--- src/rtl/tweet_tx_if.sv ---
// Byte-push and status bundle between upstream producers and tweet_tx.
// The master pushes bytes; the slave transmits them and reports FIFO and line state.
interface tweet_tx_if #(
    parameter int DEPTH_LOG2 = 4
);
    logic                  wr_en;
    logic [7:0]            wr_data;
    logic                  full;
    logic                  empty;
    logic [DEPTH_LOG2:0]   level;
    logic                  overflow;
    logic                  busy;
    logic                  tx_out;

    modport master (
        output wr_en, wr_data,
        input  full, empty, level, overflow, busy, tx_out
    );

    modport slave (
        input  wr_en, wr_data,
        output full, empty, level, overflow, busy, tx_out
    );
endinterface

--- src/rtl/tweet_tx.sv ---
// Buffered 8N1 serial transmitter for the tweetboard serial line.
// A small FIFO feeds an LSB-first shifter; consecutive frames are sent back-to-back.
module tweet_tx #(
    parameter int BIT_TICKS  = 5208,
    parameter int CNT_W      = 13,
    parameter int DEPTH_LOG2 = 4
) (
    input  logic        sysclk,
    input  logic        reset,
    tweet_tx_if.slave   t
);
    localparam int DEPTH = 1 << DEPTH_LOG2;
    localparam logic [CNT_W-1:0] LAST_TICK = CNT_W'(BIT_TICKS - 1);

    typedef enum logic [1:0] {
        IDLE,
        START,
        DATA,
        STOP
    } state_t;

    state_t state, state_n;

    logic [7:0]          mem [DEPTH];
    logic [DEPTH_LOG2:0] wptr, rptr, wptr_n, rptr_n;
    logic [DEPTH_LOG2:0] level, level_n;
    logic                full, empty, full_n, empty_n;
    logic                overflow;
    logic                busy;
    logic                tx_out, tx_n;
    logic [CNT_W-1:0]    tick, tick_n;
    logic [2:0]          bidx, bidx_n;
    logic [7:0]          shift, shift_n;
    logic [7:0]          head;
    logic                push, pop, bit_end;

    // full is the pre-edge flag, so a push while full is refused even if a pop coincides
    assign push = t.wr_en && !full;
    assign head = mem[rptr[DEPTH_LOG2-1:0]];

    assign wptr_n  = wptr + {{DEPTH_LOG2{1'b0}}, push};
    assign rptr_n  = rptr + {{DEPTH_LOG2{1'b0}}, pop};
    assign level_n = wptr_n - rptr_n;
    assign empty_n = (wptr_n == rptr_n);
    assign full_n  = (wptr_n[DEPTH_LOG2] != rptr_n[DEPTH_LOG2]) &&
                     (wptr_n[DEPTH_LOG2-1:0] == rptr_n[DEPTH_LOG2-1:0]);

    always_ff @(posedge sysclk) begin
        if (push) begin
            mem[wptr[DEPTH_LOG2-1:0]] <= t.wr_data;
        end
    end

    always_ff @(posedge sysclk or negedge reset) begin
        if (!reset) begin
            wptr     <= '0;
            rptr     <= '0;
            level    <= '0;
            full     <= 1'b0;
            empty    <= 1'b1;
            overflow <= 1'b0;
        end else begin
            wptr  <= wptr_n;
            rptr  <= rptr_n;
            level <= level_n;
            full  <= full_n;
            empty <= empty_n;
            if (t.wr_en && full) begin
                overflow <= 1'b1;
            end
        end
    end

    always_ff @(posedge sysclk or negedge reset) begin
        if (!reset) begin
            state  <= IDLE;
            tick   <= '0;
            bidx   <= '0;
            shift  <= '0;
            tx_out <= 1'b1;
            busy   <= 1'b0;
        end else begin
            state  <= state_n;
            tick   <= tick_n;
            bidx   <= bidx_n;
            shift  <= shift_n;
            tx_out <= tx_n;
            busy   <= (state_n != IDLE);
        end
    end

    always_comb begin
        state_n = state;
        tick_n  = tick + CNT_W'(1);
        bidx_n  = bidx;
        shift_n = shift;
        tx_n    = tx_out;
        pop     = 1'b0;
        bit_end = (tick == LAST_TICK);
        unique case (state)
            IDLE: begin
                tick_n = '0;
                tx_n   = 1'b1;
                if (!empty) begin
                    pop     = 1'b1;
                    shift_n = head;
                    bidx_n  = '0;
                    tx_n    = 1'b0;
                    state_n = START;
                end
            end
            START: begin
                if (bit_end) begin
                    tick_n  = '0;
                    tx_n    = shift[0];
                    state_n = DATA;
                end
            end
            DATA: begin
                if (bit_end) begin
                    tick_n = '0;
                    if (bidx != 3'd7) begin
                        shift_n = shift >> 1;
                        tx_n    = shift[1];
                        bidx_n  = bidx + 3'd1;
                    end else begin
                        tx_n    = 1'b1;
                        state_n = STOP;
                    end
                end
            end
            STOP: begin
                if (bit_end) begin
                    tick_n = '0;
                    if (!empty) begin
                        pop     = 1'b1;
                        shift_n = head;
                        bidx_n  = '0;
                        tx_n    = 1'b0;
                        state_n = START;
                    end else begin
                        state_n = IDLE;
                    end
                end
            end
            default: begin
                state_n = IDLE;
            end
        endcase
    end

    assign t.full     = full;
    assign t.empty    = empty;
    assign t.level    = level;
    assign t.overflow = overflow;
    assign t.busy     = busy;
    assign t.tx_out   = tx_out;
endmodule

--- src/flat_wrapper.sv ---
// flat-port wrapper written by rule: the top's interface ports become plain ports
module tweet_tx_flat 
#(
    parameter int BIT_TICKS  = 5208,
    parameter int CNT_W      = 13,
    parameter int DEPTH_LOG2 = 4
)
  (sysclk, reset, t_wr_en, t_wr_data, t_full, t_empty, t_level, t_overflow, t_busy, t_tx_out);
  tweet_tx_if #(.DEPTH_LOG2(DEPTH_LOG2)) t_i ();
  input  logic sysclk;
  input  logic reset;
  input wire logic [$bits(t_i.wr_en)-1:0] t_wr_en;
  input wire logic [$bits(t_i.wr_data)-1:0] t_wr_data;
  output wire logic [$bits(t_i.full)-1:0] t_full;
  output wire logic [$bits(t_i.empty)-1:0] t_empty;
  output wire logic [$bits(t_i.level)-1:0] t_level;
  output wire logic [$bits(t_i.overflow)-1:0] t_overflow;
  output wire logic [$bits(t_i.busy)-1:0] t_busy;
  output wire logic [$bits(t_i.tx_out)-1:0] t_tx_out;
  assign t_i.wr_en = t_wr_en;
  assign t_i.wr_data = t_wr_data;
  assign t_full = t_i.full;
  assign t_empty = t_i.empty;
  assign t_level = t_i.level;
  assign t_overflow = t_i.overflow;
  assign t_busy = t_i.busy;
  assign t_tx_out = t_i.tx_out;
  tweet_tx #(.BIT_TICKS(BIT_TICKS), .CNT_W(CNT_W), .DEPTH_LOG2(DEPTH_LOG2)) u_core (.sysclk(sysclk), .reset(reset), .t(t_i));
endmodule
--- config.mk ---
export PLATFORM = sky130hd
export DESIGN_NAME = tweet_tx_flat
export DESIGN_NICKNAME = d
export VERILOG_FILES = /design/src/rtl/tweet_tx_if.sv /design/src/rtl/tweet_tx.sv /design/src/flat_wrapper.sv
export SDC_FILE = /design/constraint.sdc
export NUM_CORES = 1
export LEC_CHECK = 0
export BUFFER_PORTS_ARGS = -buffer_cell sky130_fd_sc_hd__clkbuf_2
export CORE_MARGIN = 2
export CORE_UTILIZATION = 35
export CTS_CLUSTER_SIZE = 20
export DETAILED_ROUTE_END_ITERATION = 10
export PLACE_DENSITY = 0.58
export SYNTH_ARGS = -nofsm -noshare
export SYNTH_HDL_FRONTEND = slang
export SYNTH_SLANG_ARGS = --single-unit
--- constraint.sdc ---
create_clock -name sysclk -period 4.6 [get_ports sysclk]
set_input_delay 0.46 -clock sysclk [delete_from_list [all_inputs] [get_ports sysclk]]
set_output_delay 0.46 -clock sysclk [all_outputs]
set_load 0.01 [all_outputs]
# Yosys cells after proc, flatten, opt, wreduce, memory -nomap -nowiden
# Memories as Yosys holds them, arrays and structs flattened.
# Cells that the tools add are included.
# Widths: inputs -> output; s select.
totals:
  regBits: 46
  latch_bits: 0
  mem_bits_rw: 128
  rom_bits: 0
  wordCells: 72
  mem_count: 1
mem_list:
  columns: ["name", "depth", "width", "rd", "rd_clocked_by_memory_dff", "wr", "line_no", "text"]
  rows:
  - ["u_core.mem", 16, 8, 1, 0, 1, "tweet_tx.sv:24", "logic [7:0] mem [DEPTH];"]
op_classes:
  add_sub_neg: 5
  n_mul: 0
  div_mod_pow: 0
  magnitude_cmp: 0
  eq_ne: 13
  shifts: 0
  muxes: 31
  bitwise_logic: 0
  n_reduce_logical: 10
ops:
  columns: ["operator", "count"]
  rows:
  - ["$mux 8", 4]
  - ["$pmux 13 s2", 1]
  - ["$pmux 8 s3", 1]
  - ["$add 13x1->13 const B", 1]
  - ["$eq 13x13->1 const B", 1]
  - ["$mux 13", 1]
  - ["$mux 3", 4]
  - ["$mux 1", 11]
  - ["$add 5x1->5", 2]
  - ["$mux 2", 5]
  - ["$pmux 3 s3", 1]
  - ["$ne 2x1->1 const B", 4]
  - ["$pmux 2 s4", 1]
  - ["$reduce_and 4->1", 2]
  - ["$eq 5x5->1", 1]
  - ["$sub 5x5->5", 1]
  - ["$eq 2x2->1 const B", 2]
  - ["$eq 4x4->1", 1]
  - ["$pmux 1 s4", 1]
  - ["$add 3x1->3 const B", 1]
  - ["$logic_and 1x1->1", 3]
  - ["$ne 3x3->1 const B", 1]
  - ["$reduce_bool 3->1", 1]
  - ["$reduce_or 3->1", 1]
  - ["other kinds (7)", 7]

# Longest topological paths before layout
# Gate-level depths: netlist (run 1).
logic_depth:
  word_depth: 6
  depth_mapped: 12
  ltp_nobuf: 12

# Least setup slack after synthesis (run 1)
# Ideal clock, no wire load.
synth_path:
  path_type: "register to register"
  from: "register u_core.tick[0]"
  to: "register u_core.level[4], in the netlist u_core.t.level[4]"
  setup_time_ns: 0.130
  arrival_ns: 2.699
  required_time_ns: 4.470
  setup_slack_ns: 1.771
  path_stages_with_launch: 12
  path_buffers: 0
  period_less_slack_ns: 2.829
  path_cell_list: "dfrtp_1 ha_1 and4b_2 a41oi_2 nor2_1 ha_1 xnor2_1 ha_1 a21oi_1 maj3_1 maj3_1 xnor2_1"
synth_via:
  elab_chain_len: 5
synth_lines:
  columns: ["element", "line_no", "text"]
  rows:
  - ["start, declared", "tweet_tx.sv:31", "logic [CNT_W-1:0] tick, tick_n;"]
  - ["start signal, assigned", "tweet_tx.sv:84", "tick <= tick_n;"]
  - ["$eq 13x13->1", "tweet_tx.sv:99", "bit_end = (tick == LAST_TICK);"]
  - ["$mux 1", "tweet_tx.sv:133", "if (bit_end) begin"]
  - ["$pmux 1 s2", "tweet_tx.sv:100", "unique case (state)"]
  - ["$add 5x1->5", "tweet_tx.sv:42", "assign rptr_n = rptr + {{DEPTH_LOG2{1'b0}}, pop};"]
  - ["net u_core.rptr_n[1]", "tweet_tx.sv:25", "logic [DEPTH_LOG2:0] wptr, rptr, wptr_n, rptr_n;"]
  - ["$sub 5x5->5", "tweet_tx.sv:43", "assign level_n = wptr_n - rptr_n;"]
  - ["net u_core.level_n[4]", "tweet_tx.sv:26", "logic [DEPTH_LOG2:0] level, level_n;"]
  - ["end signal, assigned", "tweet_tx.sv:65", "level <= level_n;"]
  - ["end, declared", "tweet_tx.sv:26", null]
# The timed path passes the listed nets, and every way through them passes these cells.
# A chain may end at the register's enable or synchronous reset.

# Final worst setup path (run 1)
# Ends and elaborated chain as after synthesis.

==> metrics.md, run 1 <==
| Metric | Value |
|---|---|
| Status | finished, final reports clean |
| Leak | between 3 and 4 nW |
| Final hold viol count | 0 |
| Crit. End Element | flop |
| Final Routed Wirelength | 14,840 um |
| Grt total ovfl | 0 |
| # DRC | 0 |
| Post-CTS setup buffers | 0 |
| Area grow syn2layout | 12.53% |
| Synth top area cells | edfxtp_1 52%, dfrtp_1 15%, mux4_2 4.9%, mux2i_1 3.3%, ha_1 2.2% |
| #FFs+latches synth | 174 |
| Fraction of layout cells with a size suffix above 1 | ~18% |
| Die Y-Extent | 148.8 um |
| Hold-fix buffers, CTS | 0 |
| RD Place Congestion | 0.7959 |
| Worst Path Required | 4.90 ns |
| Slew Limit Headroom | 20.84% |
| CTS Sinks | roughly 170 |
| Vias in the first global route | approximately 4,100 |
| Sequential share of the synthesized area | 68.09% |
| Fillers | 1,871 |
| Crit-path max FO | 5 |
| Die Area | ~22,000 um^2 |
| Reg2Reg Setup Slack | 1.56 ns |
| First-pass GRT wire length | 23,410 um |
| IO Pins | 21 |
| Crit path top cell by count | ha_1 |
| Row cnt | 52 |
| Largest net degree at the start of global routing | 49 |
| Min Tclk post-route | 3.041 ns |
| Slowest cell on crit path | dfrtp_1 |
| Synth Instances | about 480 |
| Critical Path AT | ~3.3 ns |
| Setup Skew | 0.01230 ns |
| RSZ-0062 raised after global routing | false |
| Antenna diodes | 0 |
| Core area | around 20,000 um^2 |
| Syn nets | a little over 500 |
| Worst-Skew Late Latency | 0.44 ns |
| Vias/cell | 5.013 |
| CTS Buf Count | 17 |
| HPWL Detailed | 9482 um |
| Final setup fails | 0 |
| Initial antenna violation count | 0 |
| Via count | 3,945 |
| Max Freq | roughly 330 MHz |
| Setup CP Type | reg2reg |
| Initial DRC Count | 354 |
| Clock Pin Slew Worst Setup and Hold Paths | 0.07 ns |
| Cts repair resizes | 0 |
| Routed WL per cell | 18.86 um |
| Clock root cell | clkbuf_16 |
| Slew @ Worst Pin | 1.185 ns |
| Synth Cell Area | approximately 7300 um^2 |
| Critical Path, Cell by Cell | ha_1 > and4b_2 > a41oi_2 > nor2_1 > ha_1 > xnor2_1 > ha_1 > a21oi_1 > maj3_1 > maj3_1 > xnor2_1 |
| Period utilisation layout | 66.11% |
| Final Util | 40.43% |
| Worst Path Buf+Inv | 0 |
| Netlist cell types | 49 |
| H-tree Lvls | 4 |
| Total negative slack | 0 ns |
| Crit path largest cell delay | 0.42 ns |
| Max-Cap Viols | 0 |
| GRT Resource Usage Total | around 14% |
| DRT Pass-1 Iters | 4 |
| Worst VDD drop | 0.2819 mV |
| Port bufs | 20 |
| DRT antenna net count | 0 |
| Fin nets | 528 |
| Synth Warn # | 0 |
| Initial Util | 35.93% |
| Cell taking the most area after synthesis | edfxtp_1 |
| DIE WIDTH | 148.8 um |
| Top Family by Delay on Critical Path | adder cells |
| Critical path startpoint category | flop |
| Clock buffer depth | 2 |
| Avg Cell Area, Syn | 15.23 um^2 |
| HP Class | in2async |
| CTS tree | yes |
| Max-slew violation count | 0 |
| Total power | 3.842 mW |
| PD cells | 465.1 nW/um^2 |
| Top cell type's share of synthesized area | 52.37% |
## per-layer routing
metal  GRT usage (%)  wire [um]
met1           19.00       6577
met2           22.94       7203
met3           4.159        704
met4           5.571        354
met5               0          0
## worst paths after layout
| kind | start | to | depth (start not counted) |
|---|---|---|---|
| worst max-delay path | u_core.tick[0]$_DFF_PN0_ | u_core.t.level[4]$_DFF_PN0_ | 11 |
| worst min-delay path | reset | u_core.tick[7]$_DFF_PN0_ | 2 |
| worst max register to register | u_core.tick[0]$_DFF_PN0_ | u_core.t.level[4]$_DFF_PN0_ | 11 |
| worst min register to register | u_core.t.overflow$_DFFE_PN0P_ | u_core.t.overflow$_DFFE_PN0P_ | 1 |
| max in group asynchronous | reset | u_core.rptr[0]$_DFF_PN0_ | 2 |
| min in group sysclk | t_wr_en | u_core.t.overflow$_DFFE_PN0P_ | 2 |
## Yosys cell counts, drive strengths merged
cell type and n:
nor2b 3, a211oi 2, nand2b 4, inv 23
or3 1, a22o 7, or2 1, edfxtp 128
and4bb 1, nor4b 1, nor2 34, and3 6
nor3 8, nand3 11, mux4 16, nor3b 1
or3b 1, buf 12, ha 13, and2 1
xor2 13, nand2 11, dfrtp 44, o32a 1
a41oi 1, a221oi 8, clkdlybuf4s15 1, o21ai 25
maj3 3, mux2 8, o22a 1, o211ai 1
mux2i 24, a21o 5, a21oi 19, xnor2 10
dfstp 2, clkbuf 10, a22oi 9, nand4 1
nand3b 10, and4b 1
## area by class of cell
| class | count | area (um^2) | share of cell area, % |
|---|---|---|---|
| flip-flops and latches | 174 | 4999 | 60.52 |
| clock inverters | 15 | 151.4 | 1.833 |
| well taps | 270 | 337.8 | 4.090 |
| repair buffers | 26 | 145.1 | 1.757 |
| inverters | 23 | 86.33 | 1.045 |
| multi-input cells | 262 | 2115 | 25.60 |
| clock buffers | 17 | 425.4 | 5.151 |
## metrics by stage
| step | hold WS, ns | cells | worst slack (ns) | instance area [um^2] |
|---|---|---|---|---|
| 6_report | 0.1202 | 787 | 1.559 | 8259 |
| 5_1_grt | 0.1664 | 787 | 1.407 | 8259 |
| 4_1_cts | 0.1250 | 787 | 1.551 | 8259 |
| 3_5_place_dp | 0.4472 | 755 | 1.569 | 7682 |
| 3_3_place_gp | 0.4525 | 755 | 1.642 | 7682 |
| 2_1_floorplan | 0.1644 | 482 | 1.771 | 7340 |
## cell families (layout without fill, tap and decap cells)
group	count (synthesis)	after routing	share of synthesized area [%]
buffers and inverters	46	81	3.103
multiplexers	48	48	9.410
AND/OR/NAND/NOR	96	96	6.921
XOR/XNOR	23	23	2.847
adder cells (fa/ha/maj)	16	16	2.625
flip-flops	174	174	68.09
AO/OA/AOI/OAI	79	79	7.007
## state kept, by name, summed over array words and instances (netlist names)
register	flops
u_core.t.empty	1
u_core.mem	128
u_core.t.level	5
u_core.state	2
u_core.shift	8
u_core.t.full	1
u_core.rptr	5
u_core.tick	13
u_core.t.overflow	1
u_core.bidx	3
u_core.t.busy	1
u_core.wptr	5
u_core.t.tx_out	1
## where the power goes
| group | switching (mW) | internal [mW] | total, mW |
|---|---|---|---|
| logic | 0.297 | 0.169 | 0.466 |
| registers | 0.0904 | 1.87 | 1.96 |
| clock network | 0.649 | 0.766 | 1.42 |
## worst reg2reg max path: stages, from the launching register on
cell     delay [ns]
dfrtp_1        0.42
ha_1           0.28
and4b_2        0.28
a41oi_2        0.23
nor2_1         0.07
ha_1           0.32
xnor2_1        0.23
ha_1           0.17
a21oi_1        0.06
maj3_1         0.37
maj3_1         0.35
xnor2_1        0.14
## cells in the final DEF (no fill, tap or decap), drive strengths merged, types with 2 or more instances in the layout
| master | netlist | layout |
|---|---|---|
| a211oi | 2 | 2 |
| a21o | 5 | 5 |
| a21oi | 19 | 19 |
| a221oi | 8 | 8 |
| a22o | 7 | 7 |
| a22oi | 9 | 9 |
| and3 | 6 | 6 |
| buf | 12 | 6 |
| clkbuf | 10 | 37 |
| clkinv | 0 | 4 |
| dfrtp | 44 | 44 |
| dfstp | 2 | 2 |
| edfxtp | 128 | 128 |
| ha | 13 | 13 |
| inv | 23 | 32 |
| maj3 | 3 | 3 |
| mux2 | 8 | 8 |
| mux2i | 24 | 24 |
| mux4 | 16 | 16 |
| nand2 | 11 | 11 |
| nand2b | 4 | 4 |
| nand3 | 11 | 11 |
| nand3b | 10 | 10 |
| nor2 | 34 | 34 |
| nor2b | 3 | 3 |
| nor3 | 8 | 8 |
| o21ai | 25 | 25 |
| xnor2 | 10 | 10 |
| xor2 | 13 | 13 |
No activity file was read; power rests on OpenSTA's default activity.
==> inputs of run 2 (changes only) <==
==> constraint.sdc (replaced) <==
create_clock -name sysclk -period 3.1 [get_ports sysclk]
set_input_delay 0.31 -clock sysclk [delete_from_list [all_inputs] [get_ports sysclk]]
set_output_delay 0.31 -clock sysclk [all_outputs]
set_load 0.01 [all_outputs]
==> run 2 against run 1 <==
  * Via count is 1.1% higher
  * Cell count is 1.4% higher
  * Sequential cell count stayed put
  * Clock power is 49% higher
  * Combinational power is 56% higher
  * Routed wire length is 0.85% higher
  * Sequential power is 48% higher
  * Power is 50% higher
  * First-iteration DRC count is 40% lower
  * Clock skew is 0.0026 ns higher
  * Critical path depth stayed put
  * Die area stayed put
  * Critical path type unchanged
==> metrics.md, run 2 (synthesis results as in run 1) <==
| Metric | Value |
|---|---|
| Final hold viol count | 0 |
| Max reg flops | around 130 |
| Min Tclk post-route | between 2 and 3 ns |
| Clock buffer depth | 2 |
| Die Y-Extent | around 150 um |
| Setup Skew | 0.01489 ns |
| Max Freq | between 300 and 400 MHz |
| Row cnt | 52 |
| Sequential Area | 4999 um^2 |
| Clock root cell | clkbuf_16 |
| Initial DRC Count | 212 |
| Port bufs | 20 |
| Fraction of layout cells with a size suffix above 1 | 19.51% |
| CTS tree | yes |
| Slew @ Worst Pin | between 0.8 and 0.9 ns |
| PD cells | 685.7 nW/um^2 |
| Most frequent cells in the layout | 128 x edfxtp_1, 43 x dfrtp_1, 34 x nor2_1, 25 x o21ai_0, 24 x mux2i_1 |
| Fin nets | 539 |
| Max-slew violation count | 0 |
| Via count | 3,987 |
| Comb pwr share | 12.7% |
| Pint | 4.258 mW |
| GRT Resource Usage Total | 14.38% |
| NetSw | 1.493 mW |
| Leak | 3.219 nW |
| Critical Path AT | 3.23 ns |
| HPWL Detailed | slightly below 10,000 um |
| Multi-input logic area | 2133 um^2 |
| RD Place Congestion | between 0.8 and 0.9 |
| Antenna diodes | 0 |
| Max-Cap Viols | 0 |
| IO Pins | 21 |
| Grt total ovfl | 0 |
| Critical path startpoint category | flop |
| CTS Sinks | between 150 and 200 |
| Area grow syn2layout | 14.27% |
| Commonest non-fill, non-tap cell in the layout | edfxtp_1 |
| Total negative slack | 0 ns |
| DRT antenna net count | 0 |
| Worst VDD drop | 0.4203 mV |
| # DRC | 0 |
| Fillers | roughly 1,900 |
| Switching share of power | 25.95% |
| First-pass GRT wire length | 23,340 um |
| Crit. End Element | flop |
| DIE WIDTH | about 150 um |
| Worst r2r path cells | 11 |
| Initial Util | 35.93% |
| Seq pwr share | 50.4% |
| Largest net degree at the start of global routing | 50 |
| RSZ-0062 raised after global routing | false |
| Setup CP Type | reg2reg |
| Final setup fails | 0 |
| HP Class | in2reg |
| CTS Buf Count | 17 |
| Vias/cell | roughly 5 |
| Worst-Skew Late Latency | roughly 0.43 ns |
| Clock Pin Slew Worst Setup and Hold Paths | 0.07 ns |
| Core area | slightly above 20,000 um^2 |
| Worst Path Required | about 3.4 ns |
| Hold path cells | 2 |
| Period utilisation layout | 94.33% |
| Routed WL per cell | 18.75 um |
| Final Routed Wirelength | 14,970 um |
| Vias in the first global route | 4,114 |
| Die Area | 22,140 um^2 |
| Initial antenna violation count | 0 |
| H-tree Lvls | 4 |
| Slew Limit Headroom | 43.36% |
| DRT Pass-1 Iters | 4 |
| Status | finished, final reports clean |
| Hold Slack | 0.08843 ns |
| Crit-path max FO | 5 |
| Clk pwr share | approximately 37% |
==> run 2: area by class of cell <==
| class | instances | share of cell area, % |
|---|---|---|
| Sequential cell | 174 | 59.60 |
| Multi-Input combinational cell | 262 | 25.44 |
| Clock buffer | 20 | 5.207 |
| Tap cell | 270 | 4.028 |
| Timing Repair Buffer | 37 | 2.894 |
| Clock inverter | 12 | 1.805 |
| Inverter | 23 | 1.029 |
==> run 2: path summary, 6_finish.rpt <==
check                                         startpoint                       endpoint  slack (ns)
setup / recovery                u_core.tick[0]$_DFF_PN0_    u_core.t.level[4]$_DFF_PN0_        0.18
max in group asynchronous                          reset       u_core.t.empty$_DFF_PN1_        1.83
min in group asynchronous                          reset    u_core.t.level[2]$_DFF_PN0_        0.50
hold / removal                                   t_wr_en  u_core.t.overflow$_DFFE_PN0P_        0.09
hold reg to reg            u_core.t.overflow$_DFFE_PN0P_  u_core.t.overflow$_DFFE_PN0P_        0.46
setup reg to reg                u_core.tick[0]$_DFF_PN0_    u_core.t.level[4]$_DFF_PN0_        0.18
==> run 2: power by group through the flow <==
stage               registers [mW]  logic, mW  clock network, mW
finish                        2.90      0.729               2.12
CTS                           2.90      0.739               2.17
detailed placement            2.95      0.734                  0
floorplan                     2.91      0.465                  0
global route                  2.93      0.816               2.25
global placement              2.94      0.720                  0
==> run 2: through the flow <==
step | cell area, um^2 | util (%) | power [mW] | instances | setup WS [ns]
2_1_floorplan | 7340 | - | 3.372 | 482 | 0.2707
3_3_place_gp | 7770 | 38.03 | 3.657 | 765 | 0.2058
3_5_place_dp | 7770 | 38.03 | 3.685 | 765 | 0.1176
4_1_cts | 8368 | 40.96 | 5.808 | 798 | 0.1017
5_1_grt | 8387 | 41.05 | 5.995 | 798 | 0.005394
6_report | 8387 | 41.05 | 5.751 | 798 | 0.1757
==> run 2: critical path, cell delays in order (launching register included) <==
cell	delay [ns]
dfrtp_1	0.42
ha_1	0.23
and4b_2	0.27
a41oi_4	0.21
nor2_1	0.07
ha_1	0.33
xnor2_2	0.20
ha_1	0.17
a21oi_1	0.06
maj3_1	0.36
maj3_1	0.35
xnor2_1	0.13
==> run 2: layer usage <==
| layer | share of wire [%] | global-route usage [%] | up-vias |
|---|---|---|---|
| met5 | 0 | 0 | - |
| met3 | 5.5 | 3.394 | 17 |
| met4 | 1.7 | 5.810 | 0 |
| met1 | 43 | 18.77 | 1991 |
| met2 | 50 | 23.31 | 100 |
| li1 | - | - | 1879 |
==> run 2: what timing repair did <==
| item | 4_1_cts | 5_1_grt |
|---|---|---|
| endpoints found under the setup margin | 0 | 1 |
| buffers inserted | 0 | 0 |
| resized for setup | 0 | 2 |
| hold endpoints to repair | 31 | 0 |
| hold buffers | 1 | 0 |
